## config.mk

```make
export PLATFORM = sky130hd
export DESIGN_NAME = serial_frame_receiver
export DESIGN_NICKNAME = d
export VERILOG_FILES = /design/src/rtl/serial_frame_receiver.sv
export SDC_FILE = /design/constraint.sdc
export NUM_CORES = 1
export LEC_CHECK = 0
export ABC_AREA = 1
export BUFFER_PORTS_ARGS = -buffer_cell sky130_fd_sc_hd__buf_4
export CAP_MARGIN = 20
export CORE_UTILIZATION = 57
export DETAILED_ROUTE_END_ITERATION = 8
export PLACE_DENSITY = 0.8
export SKIP_LAST_GASP = 1
export SLEW_MARGIN = 20
export SYNTH_ARGS = -nofsm -noshare
export SYNTH_HDL_FRONTEND = slang
export SYNTH_SLANG_ARGS = --single-unit
```

## constraint.sdc

```tcl
create_clock -name clock -period 1.74 [get_ports clock]
set_input_delay 0 -clock clock [delete_from_list [all_inputs] [get_ports clock]]
set_output_delay 0 -clock clock [all_outputs]
set_load 0.1 [all_outputs]
```

## src/rtl/serial_frame_receiver.sv

```systemverilog
// Serial frame receiver: hunts for SYNC_WORD in an MSB-first bit stream, then packs FRAME_WORDS payload words.
// Outputs are registered one edge after the completing bit. A word that completes while out_valid is high and out_ready is low is dropped, and overflow is set.
module serial_frame_receiver #(
  parameter int                   WORD_WIDE   = 8,
  parameter logic [WORD_WIDE-1:0] SYNC_WORD   = WORD_WIDE'(8'hA5),
  parameter int                   FRAME_WORDS = 4
) (
  input  logic                 clock,
  input  logic                 sclr,
  input  logic                 enable,
  input  logic                 serial_in,
  input  logic                 out_ready,
  output logic [WORD_WIDE-1:0] out_data,
  output logic                 out_valid,
  output logic                 frame_done,
  output logic                 sync_locked,
  output logic                 overflow
);

  localparam int BCW = (WORD_WIDE > 1) ? $clog2(WORD_WIDE) : 1;
  localparam logic [BCW-1:0] LAST_BIT  = BCW'(WORD_WIDE - 1);
  localparam logic [7:0]     LAST_WORD = 8'(FRAME_WORDS - 1);

  typedef enum logic [0:0] {
    HUNT = 1'b0,
    RECV = 1'b1
  } state_t;

  state_t               state, state_n;
  logic [WORD_WIDE-1:0] hist, hist_n;
  logic [WORD_WIDE-1:0] shreg, shreg_n;
  logic [BCW-1:0]       bit_cnt, bit_cnt_n;
  logic [7:0]           word_cnt, word_cnt_n;
  logic [WORD_WIDE-1:0] data_n;
  logic                 valid_n;
  logic                 done_n;
  logic                 locked_n;
  logic                 ovf_n;
  logic [WORD_WIDE-1:0] hist_shift;
  logic [WORD_WIDE-1:0] word_shift;
  logic                 stalled;

  assign hist_shift = {hist[WORD_WIDE-2:0], serial_in};
  assign word_shift = {shreg[WORD_WIDE-2:0], serial_in};
  assign stalled    = out_valid && !out_ready;

  always_ff @(posedge clock) begin
    if (sclr) begin
      state <= HUNT;
    end else begin
      state <= state_n;
    end
  end

  always_comb begin
    state_n    = state;
    hist_n     = hist;
    shreg_n    = shreg;
    bit_cnt_n  = bit_cnt;
    word_cnt_n = word_cnt;
    data_n     = out_data;
    valid_n    = out_valid;
    done_n     = 1'b0;
    ovf_n      = overflow;

    // A handshake clears out_valid; a word loading on the same edge sets it again below.
    if (out_valid && out_ready) begin
      valid_n = 1'b0;
    end

    if (enable) begin
      case (state)
        HUNT: begin
          hist_n = hist_shift;
          if (hist_shift == SYNC_WORD) begin
            state_n    = RECV;
            bit_cnt_n  = '0;
            word_cnt_n = '0;
          end
        end
        RECV: begin
          shreg_n = word_shift;
          if (bit_cnt == LAST_BIT) begin
            bit_cnt_n  = '0;
            word_cnt_n = word_cnt + 8'd1;
            if (stalled) begin
              ovf_n = 1'b1;
            end else begin
              data_n  = word_shift;
              valid_n = 1'b1;
            end
            // The next sync search starts from an empty history.
            if (word_cnt == LAST_WORD) begin
              state_n    = HUNT;
              hist_n     = '0;
              word_cnt_n = '0;
              done_n     = 1'b1;
            end
          end else begin
            bit_cnt_n = bit_cnt + BCW'(1);
          end
        end
        default: state_n = HUNT;
      endcase
    end

    locked_n = (state_n == RECV);
  end

  always_ff @(posedge clock) begin
    if (sclr) begin
      hist        <= '0;
      shreg       <= '0;
      bit_cnt     <= '0;
      word_cnt    <= '0;
      out_data    <= '0;
      out_valid   <= 1'b0;
      frame_done  <= 1'b0;
      sync_locked <= 1'b0;
      overflow    <= 1'b0;
    end else begin
      hist        <= hist_n;
      shreg       <= shreg_n;
      bit_cnt     <= bit_cnt_n;
      word_cnt    <= word_cnt_n;
      out_data    <= data_n;
      out_valid   <= valid_n;
      frame_done  <= done_n;
      sync_locked <= locked_n;
      overflow    <= ovf_n;
    end
  end

endmodule

```

==> impl_metrics.env <==
export IMPL_status="finished clean"
export IMPL_worstPathArrival_ps=1710
export IMPL_numCtsBuffers=5
export IMPL_synthCells=229
export IMPL_peakVddDrop_mv=0.736
export IMPL_synthSimpleGateAreaFrac_pct=34.6
export IMPL_drtPass1Iterations=4
export IMPL_syn_avg_cell_area_um2=7.37
export IMPL_core_area_um2=2780
export IMPL_yosys_most_used_dff="dfxtp_1"
export IMPL_placed_area_um2=1820
export IMPL_finalPower_w=0.00136
export IMPL_die_y_um=56.4
export IMPL_worst_path_buf_inv=0
export IMPL_cts_root_buffer="clkbuf_4"
export IMPL_syn_num_nets=238
export IMPL_num_vias=1441
export IMPL_timing_max_cap_violations=0
export IMPL_max_freq_mhz=681
export IMPL_synth_compound_area_share_pct=11.3
export IMPL_ios=17
export IMPL_p_per_area_nw_per_um2=713
export IMPL_leakagePower_nw=0.756
export IMPL_dp_slack_ps=319
export IMPL_grt_max_degree=25
export IMPL_rsz0062_at_grt="false"
export IMPL_num_rows=19
export IMPL_cp_cell_sequence="ha_1 -> nand2_1 -> nor2_1 -> nand2_1 -> nand2_1 -> nand3_2 -> nand2_1 -> a21oi_1"
export IMPL_ys_seq_elements=37
export IMPL_synth_top_cells_by_count="50 x nand2_1, 39 x nor2_1, 37 x dfxtp_1, 19 x nand3_1, 17 x a21oi_1"
export IMPL_crit_path_frequent_cell="nand2_1"
export IMPL_synthMuxAreaShare_pct=0
export IMPL_slew_viol_final=0
export IMPL_cts_buffer_depth=2
export IMPL_cp_end_kind="flop"
export IMPL_syn_to_final_growth_pct=13.1
export IMPL_drcViolationCount=0
export IMPL_final_nets=258
export IMPL_fin_tns_setup_ps=0
export IMPL_drtAntennaViolNets=0
export IMPL_grt_total_usage_pct=21.9
export IMPL_n_fill_cell=256
export IMPL_htree_levels=2
export IMPL_crit_family="simple AND/OR/NAND/NOR gates"
export IMPL_grt_pass1_vias=1260
export IMPL_grt_pass1_wl_um=5410
export IMPL_finalCritPeriodShare_pct=84.4
export IMPL_netlist_area_um2=1690
export IMPL_yosysTopAreaCell="dfxtp_1"
export IMPL_clkTransAtPathRegs_ps=120
export IMPL_io_buffers=16
export IMPL_yosys_warnings=0
export IMPL_grt_ovfl_total=0
export IMPL_setup_viol=0
export IMPL_post_cts_resized=0
export IMPL_holdBufCountCts=3
export IMPL_cpPeakStageDelay_ps=420
export IMPL_initial_core_util_pct=60.6
export IMPL_ys_seq_area_share_pct=43.9
export IMPL_cts_tree="built"
export IMPL_synthArstFlopShare_pct=0
export IMPL_dp_hpwl_um=2130
export IMPL_synth_most_common_cell="nand2_1"
export IMPL_slowest_stage="dfxtp_1"
export IMPL_slew_headroom_pct=57.4
export IMPL_grt_antenna_before_repair=0
export IMPL_die_area_um2=3180
export IMPL_wl_per_cell_um=11.1
export IMPL_synth_xor_area_share_pct=0.519
export IMPL_start_kind="flop"
export IMPL_numClockSinks=37
export IMPL_hold_viol=0
export IMPL_instances_no_fill=281
export IMPL_yosysUniqueCellTypes=30
export IMPL_critical_path_class="flop to flop"
export IMPL_synth_top_family_by_area="simple AND/OR/NAND/NOR gates"
export IMPL_ys_top_cells_by_area="dfxtp_1 44%, nand2_1 11%, nor2_1 8.7%, nand3_1 5.6%, a21oi_1 5.0%"
export IMPL_drt_iter0_markers=45
export IMPL_timing_final_crit_period_ps=1470
export IMPL_post_cts_buffers=0
export IMPL_hold_class="input port to flop"
export IMPL_path_max_fanout=7
export IMPL_drive_gt1_share_pct=17.2
export IMPL_clock_latency_ps=360
export IMPL_tightest_slew_ps=638
export IMPL_via_per_inst=5.13
export IMPL_synth_enable_flop_cells=0
export IMPL_worstPathRequired_ps=1980
export IMPL_fin_worst_skew_ps=12.5
export IMPL_synth_top_area_share_pct=43.9
export IMPL_antennaDiodeCount=0
export IMPL_fin_area_um2=1910
export IMPL_fin_ws_ps=271
export IMPL_place_inst=270
export IMPL_synth_fa_ha_area_share_pct=2.97
export IMPL_die_width_um=56.4
export IMPL_totalWireLength_um=3130
export IMPL_place_congestion=0.875
per-layer routing:
metal / GRT usage [%] / routed length (um)
met5: 0 / 0
met2: 32.3 / 1340
met1: 30.1 / 1590
met4: 11.5 / 67
met3: 4.84 / 132
metrics by stage:
step	util, %	hold WS (ps)
after floorplan	-	149
after global placement	65.4	294
after detailed placement	65.4	304
after CTS	68.6	71.7
after global routing	68.6	99.3
final	68.6	72.1
cell families (layout without fill, tap and decap cells):
logic type | after synthesis | after routing
buffers and inverters | 27 | 48
XOR/XNOR | 1 | 1
flip-flops | 37 | 37
AO/OA/AOI/OAI | 36 | 36
adder cells (fa/ha/maj) | 4 | 4
AND/OR/NAND/NOR | 124 | 124
worst paths after layout:
check	startpoint	slack, ps	to	depth (start not counted)
setup / recovery	word_cnt[0]$_SDFFE_PP0P_	270	hist[6]$_SDFFE_PP0P_	8
hold / removal	enable	70	hist[5]$_SDFFE_PP0P_	4
setup reg to reg	word_cnt[0]$_SDFFE_PP0P_	270	hist[6]$_SDFFE_PP0P_	8
hold reg to reg	hist[1]$_SDFFE_PP0P_	490	hist[1]$_SDFFE_PP0P_	2
flip-flops by register name (all words and copies together) (netlist names):
register and flops:
bit_cnt 3, frame_done 1, sync_locked 1, hist 7, out_data 8, out_valid 1
shreg 7, word_cnt 8, overflow 1
cells in the final DEF (no fill, tap or decap), types with 2 or more instances in the layout:
| cell type | instances |
|---|---|
| clkbuf_4 | 5 |
| dfxtp_1 | 36 |
| o21ai_0 | 15 |
| buf_4 | 16 |
| nand2_4 | 2 |
| dlygate4sd3_1 | 3 |
| nand2_1 | 50 |
| clkinvlp_4 | 3 |
| nand3_1 | 19 |
| ha_1 | 4 |
| nor3_1 | 3 |
| nor2_2 | 3 |
| nor2_1 | 39 |
| a21oi_1 | 17 |
| inv_1 | 15 |
| inv_2 | 4 |
worst reg2reg max path: stages (launching register included):
cell     delay [ps]
dfxtp_1         420
ha_1            260
nand2_1          70
nor2_1          100
nand2_1          80
nand2_1         110
nand3_2         140
nand2_1         120
a21oi_1          70
final cells by class:
type	instances	area [um2]	share of cell area, %
Clock inverter	3	22.5	1.18
Timing Repair Buffer	19	150	7.87
Tap cell	31	38.8	2.03
Inverter	21	83.8	4.39
Sequential cell	37	742	38.9
Multi-Input combinational cell	165	833	43.7
Clock buffer	5	37.5	1.97
power breakdown:
part | internal [W] | switching [W] | leakage, nW | total [W]
Combinational | 0.0000183 | 0.0000310 | 0.434 | 0.0000493
Sequential | 0.000849 | 0.00000170 | 0.299 | 0.000851
Clock | 0.000156 | 0.000305 | 0.0234 | 0.000461
No activity file was read; power rests on OpenSTA's default activity.
